**config.mk**
```make
export PLATFORM = sky130hd
export DESIGN_NAME = spike_ingress_arbiter
export DESIGN_NICKNAME = d
export VERILOG_FILES = /design/src/rtl/spike_ingress_arbiter.sv
export SDC_FILE = /design/constraint.sdc
export NUM_CORES = 1
export LEC_CHECK = 0
export CAP_MARGIN = 30
export CORE_ASPECT_RATIO = 1.2
export CORE_MARGIN = 2
export CORE_UTILIZATION = 30
export CTS_BUF_LIST = sky130_fd_sc_hd__clkbuf_4 sky130_fd_sc_hd__clkbuf_8
export CTS_CLUSTER_SIZE = 10
export DETAILED_ROUTE_END_ITERATION = 10
export PLACE_DENSITY = 0.66
export SLEW_MARGIN = 20
export SYNTH_ARGS = -nofsm -noshare
export SYNTH_HDL_FRONTEND = slang
export SYNTH_SLANG_ARGS = --single-unit
```
**constraint.sdc**
```tcl
create_clock -name clk -period 2.65 [get_ports clk]
set_input_delay 0.6625 -clock clk [delete_from_list [all_inputs] [get_ports clk]]
set_output_delay 0.6625 -clock clk [all_outputs]
set_load 0.01 [all_outputs]
```
**src/rtl/spike_ingress_arbiter.sv**
```systemverilog
// rtl/spike_ingress_arbiter.sv - round-robin spike source arbiter with fault drain window
//
// Purpose: shares the grid's single spike input between NUM_REQ sources. One
// requester is granted per cycle by round-robin, and its operand pair is
// forwarded as a registered beat. A rising edge on fault_in quiesces the grid
// input for DRAIN_CYCLES cycles so the grid can reroute around the failed node.
//
// Ports:
//   clk, rst_n        clock, asynchronous active-low reset
//   req_valid         per-requester spike pending
//   req_data_a/_b     packed operands, requester i at [i*DATA_W +: DATA_W]
//   req_ready         one-hot grant (combinational)
//   fault_in          fault level from the monitor
//   grid_valid        registered beat valid
//   grid_data_a/_b    registered operands of the granted requester
//   grid_fault        registered copy of fault_in
//   grant_id          requester index carried by the current beat
//   reroute_busy      high while draining
//   grant_total       saturating grant counter (SPIKE_ARB_STATS_EN), else 0
//
// Optional feature macro: SPIKE_ARB_STATS_EN
module spike_ingress_arbiter #(
  parameter int NUM_REQ      = 4,
  parameter int DATA_W       = 8,
  parameter int DRAIN_CYCLES = 6,
  parameter int ID_W         = 2
) (
  input  logic                      clk,
  input  logic                      rst_n,
  input  logic [NUM_REQ-1:0]        req_valid,
  input  logic [NUM_REQ*DATA_W-1:0] req_data_a,
  input  logic [NUM_REQ*DATA_W-1:0] req_data_b,
  output logic [NUM_REQ-1:0]        req_ready,
  input  logic                      fault_in,
  output logic                      grid_valid,
  output logic [DATA_W-1:0]         grid_data_a,
  output logic [DATA_W-1:0]         grid_data_b,
  output logic                      grid_fault,
  output logic [ID_W-1:0]           grant_id,
  output logic                      reroute_busy,
  output logic [15:0]               grant_total
);

  typedef enum logic {RUN, DRAIN} state_t;

  state_t          state, state_nxt;
  logic [7:0]      drain_cnt, drain_cnt_nxt;
  logic [ID_W-1:0] rr_ptr;
  logic            fault_q;
  logic            fault_rise;
  logic            grant;
  logic [ID_W-1:0] grant_idx;
  logic [ID_W-1:0] idx;

  assign fault_rise = fault_in & ~fault_q;

  // Round-robin search starting just after the last granted requester.
  // rst_n is folded in so req_ready reads 0 while reset is asserted.
  always_comb begin
    grant     = 1'b0;
    grant_idx = rr_ptr;
    idx       = rr_ptr;
    req_ready = '0;
    for (int k = 1; k <= NUM_REQ; k++) begin
      idx = ID_W'((int'(rr_ptr) + k) % NUM_REQ);
      if (!grant && req_valid[idx]) begin
        grant     = 1'b1;
        grant_idx = idx;
      end
    end
    if (!rst_n || state != RUN || fault_rise) begin
      grant = 1'b0;
    end
    if (grant) begin
      req_ready[grant_idx] = 1'b1;
    end
  end

  // Next state and drain counter. A rising edge in DRAIN restarts the window.
  always_comb begin
    state_nxt     = state;
    drain_cnt_nxt = drain_cnt;
    case (state)
      RUN: begin
        if (fault_rise) begin
          state_nxt     = DRAIN;
          drain_cnt_nxt = 8'(DRAIN_CYCLES);
        end
      end
      DRAIN: begin
        if (fault_rise) begin
          drain_cnt_nxt = 8'(DRAIN_CYCLES);
        end else if (drain_cnt == 8'd1) begin
          state_nxt     = RUN;
          drain_cnt_nxt = 8'd0;
        end else begin
          drain_cnt_nxt = drain_cnt - 8'd1;
        end
      end
      default: begin
        state_nxt     = RUN;
        drain_cnt_nxt = 8'd0;
      end
    endcase
  end

  always_ff @(posedge clk or negedge rst_n) begin
    if (!rst_n) begin
      state        <= RUN;
      drain_cnt    <= 8'd0;
      rr_ptr       <= ID_W'(NUM_REQ - 1);
      fault_q      <= 1'b0;
      grid_valid   <= 1'b0;
      grid_data_a  <= '0;
      grid_data_b  <= '0;
      grant_id     <= '0;
      reroute_busy <= 1'b0;
    end else begin
      state        <= state_nxt;
      drain_cnt    <= drain_cnt_nxt;
      fault_q      <= fault_in;
      reroute_busy <= (state_nxt == DRAIN);
      grid_valid   <= grant;
      if (grant) begin
        rr_ptr      <= grant_idx;
        grant_id    <= grant_idx;
        grid_data_a <= req_data_a[int'(grant_idx)*DATA_W +: DATA_W];
        grid_data_b <= req_data_b[int'(grant_idx)*DATA_W +: DATA_W];
      end
    end
  end

  assign grid_fault = fault_q;

`ifdef SPIKE_ARB_STATS_EN
  logic [15:0] grant_cnt;

  always_ff @(posedge clk or negedge rst_n) begin
    if (!rst_n) begin
      grant_cnt <= 16'h0000;
    end else if (grant && grant_cnt != 16'hFFFF) begin
      grant_cnt <= grant_cnt + 16'h0001;
    end
  end

  assign grant_total = grant_cnt;
`else
  assign grant_total = 16'h0000;
`endif

endmodule

```
==> flow_metrics.tcl, run 1 <==
set metrics [dict create \
    max-vdd-ir-drop_uv 319 \
    cts-buffers-inserted 5 \
    synth_top_area_frac 0.335 \
    io_pins 112 \
    synth-seq-cells 31 \
    start_util 0.314 \
    yosys_warnings 0 \
    finalInstanceArea_sq_mm 0.00344 \
    arrival_ns 1.93 \
    yosysSeqAreaShare 0.360 \
    htreeDepth 2 \
    total_power_uw 2960 \
    globalplace.congestion 0.798 \
    grt_use_total 0.181 \
    cp-end-kind "output pin" \
    antenna_found_initial 0 \
    drt_iter0_drc 76 \
    synth_async_sr_flop_share 1.00 \
    setup_violations 0 \
    rsz0062_at_grt "no" \
    n_antenna_cell 0 \
    powerDensity_mw_per_mm2 860 \
    slowest_stage "or4_4" \
    slew_violations 0 \
    grt_max_degree 32 \
    regToRegStartpoint "drain_cnt[1]" \
    clkLatencyLatePin_ns 0.28 \
    synthSimpleGateAreaFrac 0.188 \
    finalHoldViolCount 0 \
    avgSynthCellArea_sq_um 9.21 \
    die_height_um 97.1 \
    max_freq_mhz 386 \
    synth.largest_area_cell "dfrtp_1" \
    status "finished clean" \
    crit_fanout 4 \
    crit_family "simple AND/OR/NAND/NOR gates" \
    rrSetupSlack_ns 0.54 \
    layout_setup_ws_ns 0.0599 \
    dp_slack_ns -0.672 \
    grt-ovfl-total 0 \
    drive_gt1_frac 0.217 \
    cts.sinks 31 \
    synthAdderAreaFrac 0.0116 \
    netlist_instances 235 \
    synth_mux_area_frac 0.0740 \
    period_needed_ns 2.59 \
    crit_type "input port to output pin" \
    r2r_end "drain_cnt[4]" \
    ff2ff_path_depth 7 \
    hpwlAfterDp_um 5150 \
    cts_hold_buf 0 \
    drc 0 \
    nets 422 \
    cp_common_cell "nor2_4" \
    num_rows 33 \
    slowest_delay_ns 0.61 \
    synth_edf_count 0 \
    cap_viol_max_count 0 \
    synth_compound_area_frac 0.257 \
    required_ns 1.99 \
    vias 2210 \
    cts.path.max_buffers 2 \
    synth_flop_cell "dfrtp_1" \
    drt-total-wl_um 6990 \
    nFillCells 686 \
    synth_xor_area_frac 0.00809 \
    cts_root_buffer "clkbuf_8" \
    startpoint "fault_in" \
    ant_nets 0 \
    synth_top_family_by_area "compound AO/OA/AOI/OAI gates" \
    grt_pass1_wl_um 11100 \
    fin_cells 437 \
    port_buffers 95 \
    cts_tree "yes" \
    wl_per_cell_um 16.0 \
    synth_area_sq_mm 0.00216 \
    start_kind "input port" \
    syn_to_final_growth_pct 58.8 \
    grt_pass1_vias 2278 \
    ys_types 37 \
    placed_area_sq_mm 0.00330 \
    power.leakage_uw 0.00150 \
    fp.dieW_um 81.5 \
    yosys-top-cells-area "dfrtp_1 (34%), mux2i_1 (7.4%), o31ai_1 (6.6%), buf_4 (6.2%), a21o_1 (5.9%)" \
    hold_path_class "input port to asynchronous set/reset pin" \
    min_period_over_period 0.977 \
    dp.cells 427 \
    holdWs_ns 0.472 \
    skew_ns 0.00557 \
    firstDrtPassIters 6 \
    core_area_sq_mm 0.00690 \
    path_cells "buf_6, nor2b_4, nor2_4, nand3_4, or4_4, nor2_4, buf_2" \
    avgViaCountPerCell 5.06 \
    clkTransAtPathRegs_ns 0.06 \
    critical_path_buf_inv_count 2 \
    dieArea_sq_mm 0.00791 \
]
cells in the mapped netlist, types with 4 or more instances:
cell and n:
dfrtp_1 29, nand2_1 24, o31ai_1 19, buf_4 18
a21o_1 17, mux2i_1 16, nand4_1 16, o21ai_0 10
nor2_1 9, o211ai_2 9, clkbuf_1 8, o211ai_1 8
a21oi_1 5, nand2b_1 5, buf_2 4, or2_2 4
kinds of logic (layout without fill, tap and decap cells):
| group | after synthesis | after routing |
|---|---|---|
| muxes | 16 | 16 |
| DFF | 31 | 31 |
| buffers and inverters | 35 | 135 |
| xor gates and xnor gates | 2 | 2 |
| other | 1 | 16 |
| AOI/OAI and AO/OA | 73 | 73 |
| and+or+nand+nor | 75 | 75 |
| adders and majority gates | 2 | 2 |
cell usage in the layout, fill, tap and decap left out, drive strengths merged, types with 4 or more instances in the layout:
cell type      synthesis  layout
buf                   24      35
nor2                  10      10
a21oi                  6       6
o21ai                 10      10
or2                    4       4
nor3                   4       4
nand2                 24      24
nand4                 16      16
conb                   1      16
mux2i                 16      16
o31ai                 19      19
clkbuf                 8      10
dfrtp                 29      29
clkdlybuf4s50          0      85
nand2b                 5       5
o211ai                17      17
a21o                  17      17
per-layer routing:
layer | wire length, um | GRT usage
met5 | 0 | 0
met2 | 3430 | 0.295
met4 | 85 | 0.0469
met1 | 2960 | 0.233
met3 | 500 | 0.0511
report_power, final:
group          switching [uW]  leakage (uW)  total, uW  internal (uW)
clock network             188     0.0000612        492            304
logic                     800       0.00105       1640            838
registers                 143      0.000383        827            684
total                    1130       0.00150       2960           1830
worst max path at each step:
stage	end	slack, ns	depth (start not counted)
after detailed placement	req_ready[3]	-0.67	6
after global placement	req_ready[3]	-0.64	6
after floorplan	req_ready[2]	0.08	7
after global routing	req_ready[2]	0.008	7
after CTS	req_ready[3]	0.01	6
final	req_ready[2]	0.06	7
metrics by stage:
step,TNS (ns),utilization
2_1_floorplan,0,-
3_3_place_gp,-2.64,0.479
3_5_place_dp,-3.50,0.479
4_1_cts,0,0.497
5_1_grt,0,0.499
6_report,0,0.499
layout make-up:
class | instances | area [sq um] | area share
Tap cell | 87 | 109 | 0.0317
Timing Repair Buffer | 124 | 1140 | 0.331
Sequential cell | 31 | 778 | 0.226
Clock buffer | 6 | 82.6 | 0.0240
Clock inverter | 2 | 35.0 | 0.0102
Inverter | 3 | 11.3 | 0.00328
Multi-Input combinational cell | 184 | 1280 | 0.373
state kept, by name, indices dropped and copies added, names as in the netlist:
signal and count:
drain_cnt 8, grid_data_a 8, state 1, rr_ptr 2
grant_id 2, grid_fault 1, grid_data_b 8, grid_valid 1
worst reg2reg max path, stage by stage, from the launching register on:
cell and delay, ns:
dfrtp_1 0.41, inv_1 0.09, ha_1 0.14, or4b_2 0.61
o211ai_2 0.37, a21oi_1 0.09, o21ai_0 0.19, o31ai_1 0.10
what timing repair did:
action                                  in CTS  in global routing
endpoints found under the setup margin       4                  4
resized for setup                           35                  8
setup buffers                                0                  2
pin swaps                                    7                  5
endpoints found under the hold margin        0                  0
No activity file was read; power rests on OpenSTA's default activity.
==> run 2: changes to the inputs <==
- ABC_CLOCK_PERIOD_IN_PS: default -> 2650
- CTS_BUF_LIST: sky130_fd_sc_hd__clkbuf_4 sky130_fd_sc_hd__clkbuf_8 -> default
- GPL_TIMING_DRIVEN: default -> 0
==> run 2 against run 1 <==
Effect of this change: critical path depth up 2; total power up 0.76%; global-route usage up 0.44 points; final cell count up 3.7%; largest cell class unchanged; critical path type unchanged; combinational power about the same; critical endpoint is now req_ready[0].
==> flow_metrics.tcl, run 2 (same netlist as run 1, synthesis figures left out) <==
set metrics [dict create \
    startpoint "req_valid[1]" \
    hpwlAfterDp_um 5100 \
    die_height_um 97.1 \
    firstDrtPassIters 4 \
    layout_common_cells "clkdlybuf4s50_1 (85), buf_4 (35), dfrtp_1 (29)" \
    arrival_ns 1.98 \
    slew_headroom 0.664 \
    num_rows 33 \
    io_pins 112 \
    grt_pass1_wl_um 11300 \
    port_buffers 95 \
    cts_tree "yes" \
    cts_root_buffer "clkbuf_8" \
    switchingPower_uw 1140 \
    worstMarginPinSlew_ns 0.504 \
    slowest_delay_ns 0.52 \
    rsz0062_at_grt "yes" \
    start_kind "input port" \
    vias 2237 \
    dieArea_sq_mm 0.00791 \
    nFillCells 648 \
    pwr-share-seq 0.286 \
    grt_pass1_vias 2298 \
    grt_use_total 0.186 \
    final_common_cell "clkdlybuf4s50_1" \
    fp.dieW_um 81.5 \
    drt_iter0_drc 148 \
    critical_path_buf_inv_count 5 \
    nets 438 \
    n_antenna_cell 0 \
    reg_top3 "drain_cnt: 8 flops, grid_data_a: 8 flops, grid_data_b: 8 flops" \
    critPathCapture "req_ready[0]" \
    r2r_end "grid_data_a[5]" \
    setup_violations 0 \
    multiInputGateArea_sq_mm 0.00132 \
    regToRegStartpoint "rr_ptr[1]" \
    clkTransAtPathRegs_ns 0.07 \
    cp.depth 9 \
    cp_common_cell "buf_4" \
    clkLatencyLatePin_ns 0.29 \
    slowest_stage "or4_4" \
    fin_util 0.530 \
    required_ns 1.99 \
    p_int_uw 1840 \
    max-vdd-ir-drop_uv 291 \
    cts.sinks 31 \
    grt_max_degree 18 \
    power.leakage_uw 0.00160 \
    wl_per_cell_um 15.7 \
    slew_violations 0 \
    seq_area_sq_um 778 \
    status "finished clean" \
    dp.cells 433 \
    finalHoldViolCount 0 \
    crit_type "input port to output pin" \
    cts-buffers-inserted 5 \
    drive_gt1_frac 0.249 \
    hold_path_class "input port to asynchronous set/reset pin" \
    clockPowerShare 0.168 \
    skew_ns 0.00956 \
    period_needed_ns 2.65 \
    crit_family "simple AND/OR/NAND/NOR gates" \
    ff2ff_path_depth 7 \
    cap_viol_max_count 0 \
    cp-end-kind "output pin" \
    grt-ovfl-total 0 \
    globalplace.congestion 0.822 \
    start_util 0.314 \
    combPwrFrac 0.547 \
    syn_to_final_growth_pct 68.7 \
    avgViaCountPerCell 4.94 \
    path_cells "buf_4, or4_4, nand3_4, clkinv_4, o31ai_4, buf_4, buf_6, nor2_1, buf_2" \
    htreeDepth 2 \
    swShare 0.382 \
    max_freq_mhz 378 \
    powerDensity_mw_per_mm2 816 \
    cts_hold_buf 0 \
    total_power_uw 2980 \
    ant_nets 0 \
    rrSetupSlack_ns 0.54 \
    drc 0 \
    fin_cells 453 \
    core_area_sq_mm 0.00690 \
    crit_fanout 4 \
    min_period_over_period 0.999 \
    cts.path.max_buffers 2 \
    antenna_found_initial 0 \
    drt-total-wl_um 7120 \
]
==> run 2: changes by cell type in the layout (fill, tap and decap cells not counted), moves of 2 or more <==
cell / change
a21oi_4: +2
clkbuf_2: -4
buf_6: +4
a21oi_2: -2
clkbuf_1: +3
buf_4: +8
==> run 2: power by group through the flow <==
stage               Sequential (uW)  Clock [uW]  Combinational (uW)
floorplan                       876           0                 839
global placement                832           0                1440
detailed placement              841           0                1480
CTS                             851         506                1540
global route                    886         527                1790
finish                          851         499                1630
==> run 2: layout make-up <==
cell class | count | area share
multi-input combinational | 184 | 0.361
timing repair buffer | 114 | 0.310
sequential | 31 | 0.213
buffer | 26 | 0.0490
tap | 87 | 0.0298
clock buffer | 6 | 0.0226
clock inverter | 2 | 0.00959
inverter | 3 | 0.00445
==> run 2: metrics by stage <==
stage               worst slack, ns  hold WS (ns)  instance area [sq um]  setup TNS, ns
finish                      0.00397         0.189                   3650              0
global route                -0.0370         0.188                   3650         -0.116
CTS                         -0.0966         0.188                   3570         -0.166
detailed placement            -1.07         0.480                   3330          -5.74
global placement              -2.03         0.469                   3300         -24.87
floorplan                    0.0770         0.367                   2240              0
==> run 2: repair_timing <==
action / in CTS / in global routing
gates cloned: 1 / 0
setup endpoints to repair: 4 / 4
pin swaps: 5 / 6
buffers inserted: 9 / 8
resized for setup: 59 / 16
==> run 2: layer usage <==
| metal | routed length, um | share of wire | GRT usage |
|---|---|---|---|
| met1 | 2790 | 0.39 | 0.221 |
| met2 | 3680 | 0.52 | 0.312 |
| met3 | 528 | 0.074 | 0.0623 |
| met4 | 120 | 0.017 | 0.0535 |
| met5 | 0 | 0 | 0 |
==> run 2: how the worst min path moves through the flow <==
| stage | end | slack [ns] | cells after the start |
|---|---|---|---|
| after floorplan | drain_cnt[0] | 0.37 | 0 |
| after global placement | grid_data_b[0] | 0.47 | 2 |
| after detailed placement | grid_data_a[4] | 0.48 | 2 |
| after CTS | grid_data_a[3] | 0.19 | 1 |
| after global routing | grid_data_b[3] | 0.19 | 1 |
| final | grid_data_a[3] | 0.19 | 1 |
==> run 3: changes to the inputs <==
- CORE_UTILIZATION: 30 -> 36
- PLACE_DENSITY: 0.66 -> 0.77
- TNS_END_PERCENT: default -> 20
==> run 3 against run 2 <==
Effect of this change: global-route usage is 2.0 points higher; highest routed layer unchanged; largest cell class unchanged; clock skew is 0.0024 ns lower; critical path depth is 1 lower; sequential power hardly changed; fmax hardly changed; combinational power is 4% lower.
==> flow_metrics.tcl, run 3 (same netlist as run 1, synthesis figures left out) <==
set metrics [dict create \
    status "finished clean" \
    cap_viol_max_count 0 \
    drt_iter0_drc 39 \
    grt-ovfl-total 0 \
    crit_fanout 4 \
    regToRegStartpoint "drain_cnt[1]" \
    power.leakage_uw 0.00155 \
    cts.sinks 31 \
    cp-end-kind "output pin" \
    finalHoldViolCount 0 \
    total_power_uw 2770 \
    max_freq_mhz 378 \
    seq_area_sq_um 778 \
    firstDrtPassIters 4 \
    fp.dieW_um 74.8 \
    ff2ff_path_depth 7 \
    period_needed_ns 2.65 \
    syn_to_final_growth_pct 63.5 \
    powerDensity_mw_per_mm2 784 \
    layout_setup_ws_ns 0.00407 \
    wl_per_cell_um 15.3 \
    vias 2252 \
    clkTransAtPathRegs_ns 0.06 \
    wl_met2_um 3550 \
    grt_pass1_wl_um 10500 \
    grt_use_total 0.206 \
    die_height_um 88.9 \
    rrSetupSlack_ns 0.58 \
    num_rows 30 \
    grt_pass1_vias 2208 \
    start_util 0.377 \
    multiInputGateArea_sq_mm 0.00131 \
    setup_violations 0 \
    cts-buffers-inserted 5 \
    min_period_over_period 0.998 \
    cts_tree "yes" \
    drc 0 \
    max-vdd-ir-drop_uv 329 \
    avgViaCountPerCell 5.10 \
    crit_type "input port to output pin" \
    dp.cells 426 \
    required_ns 1.99 \
    reg_top3 "drain_cnt: 8 flops, grid_data_a: 8 flops, grid_data_b: 8 flops" \
    worstMarginPinSlew_ns 0.532 \
    holdWs_ns 0.197 \
    nets 434 \
    final_common_cell "clkdlybuf4s50_1" \
    start_kind "input port" \
    ant_nets 0 \
    drive_gt1_frac 0.235 \
    dr.max_layer_used "met4" \
    core_area_sq_mm 0.00574 \
    cts.path.max_buffers 2 \
    dp_slack_ns -1.06 \
    dieArea_sq_mm 0.00665 \
    clkLatencyLatePin_ns 0.28 \
    m1WireLength_um 2590 \
    arrival_ns 1.98 \
    rsz0062_at_grt "yes" \
    r2r_end "drain_cnt[3]" \
    hpwlAfterDp_um 4950 \
    n_antenna_cell 0 \
    route.met3.wl_um 531 \
    slew_violations 0 \
    fin_cells 442 \
    globalplace.congestion 0.790 \
    slew_headroom 0.645 \
    nFillCells 515 \
    grt_max_degree 18 \
    htreeDepth 2 \
    cts_root_buffer "clkbuf_8" \
    io_pins 112 \
    antenna_found_initial 0 \
    hold_path_class "input port to asynchronous set/reset pin" \
    skew_ns 0.00716 \
    port_buffers 95 \
    layout_common_cells "clkdlybuf4s50_1 (85), buf_4 (30), dfrtp_1 (29)" \
    drt-total-wl_um 6750 \
]
[run 3: cell count changes in the layout (fill, tap and decap cells not counted), sizes merged]
| cell | before | now |
|---|---|---|
| bufinv | 1 | 0 |
| buf | 50 | 47 |
| clkinv | 2 | 1 |
| inv | 2 | 3 |
| bufbuf | 1 | 0 |
| clkbuf | 10 | 11 |
[run 3: timing repair]
| action | in CTS | in global routing |
|---|---|---|
| pin swaps | 5 | 5 |
| gates resized for setup | 58 | 13 |
| setup endpoints to repair | 4 | 4 |
| hold buffers | 0 | 0 |
| buffers inserted | 10 | 3 |
[run 3: final cells by class]
| class | count | area share |
|---|---|---|
| flip-flops and latches | 31 | 0.220 |
| plain buffers | 27 | 0.0530 |
| inverters | 3 | 0.00460 |
| well taps | 80 | 0.0283 |
| repair buffers | 109 | 0.301 |
| multi-input cells | 184 | 0.370 |
| clock inverters | 1 | 0.00141 |
| clock buffers | 7 | 0.0216 |
[run 3: metal layers]
metal | GRT usage | vias up
met1 | 0.252 | 1058
met4 | 0.0536 | 0
met2 | 0.355 | 96
li1 | - | 1092
met5 | 0 | -
met3 | 0.0575 | 6
[run 3: how the worst max path moves through the flow]
stage	cells past startpoint	slack [ns]	to	start
after global routing	6	-0.06	req_ready[3]	req_valid[0]
after global placement	7	-1.99	req_ready[2]	rst_n
after detailed placement	9	-1.06	req_ready[2]	fault_in
after CTS	8	-0.08	req_ready[2]	fault_in
final	8	0.004	req_ready[2]	fault_in
after floorplan	7	0.08	req_ready[2]	fault_in
[run 3: critical path, cell delays in order]
cell and delay (ns):
buf_6 0.09, nor2b_4 0.12, nor2_4 0.15, nand3_4 0.12, buf_6 0.14, or4_4 0.49, nor2_4 0.11, buf_6 0.10
[run 3: power by group]
part           total (uW)  internal (uW)  switching (uW)
clock network         355            184             171
logic                1570            800             770
registers             848            686             162
[run 3: per-stage QoR]
step / cell area (sq um) / utilization / setup TNS [ns]
detailed placement: 3320 / 0.578 / -5.83
CTS: 3500 / 0.609 / -0.151
finish: 3540 / 0.616 / 0
global route: 3540 / 0.616 / -0.137
floorplan: 2240 / - / 0
global placement: 3290 / 0.574 / -23.72
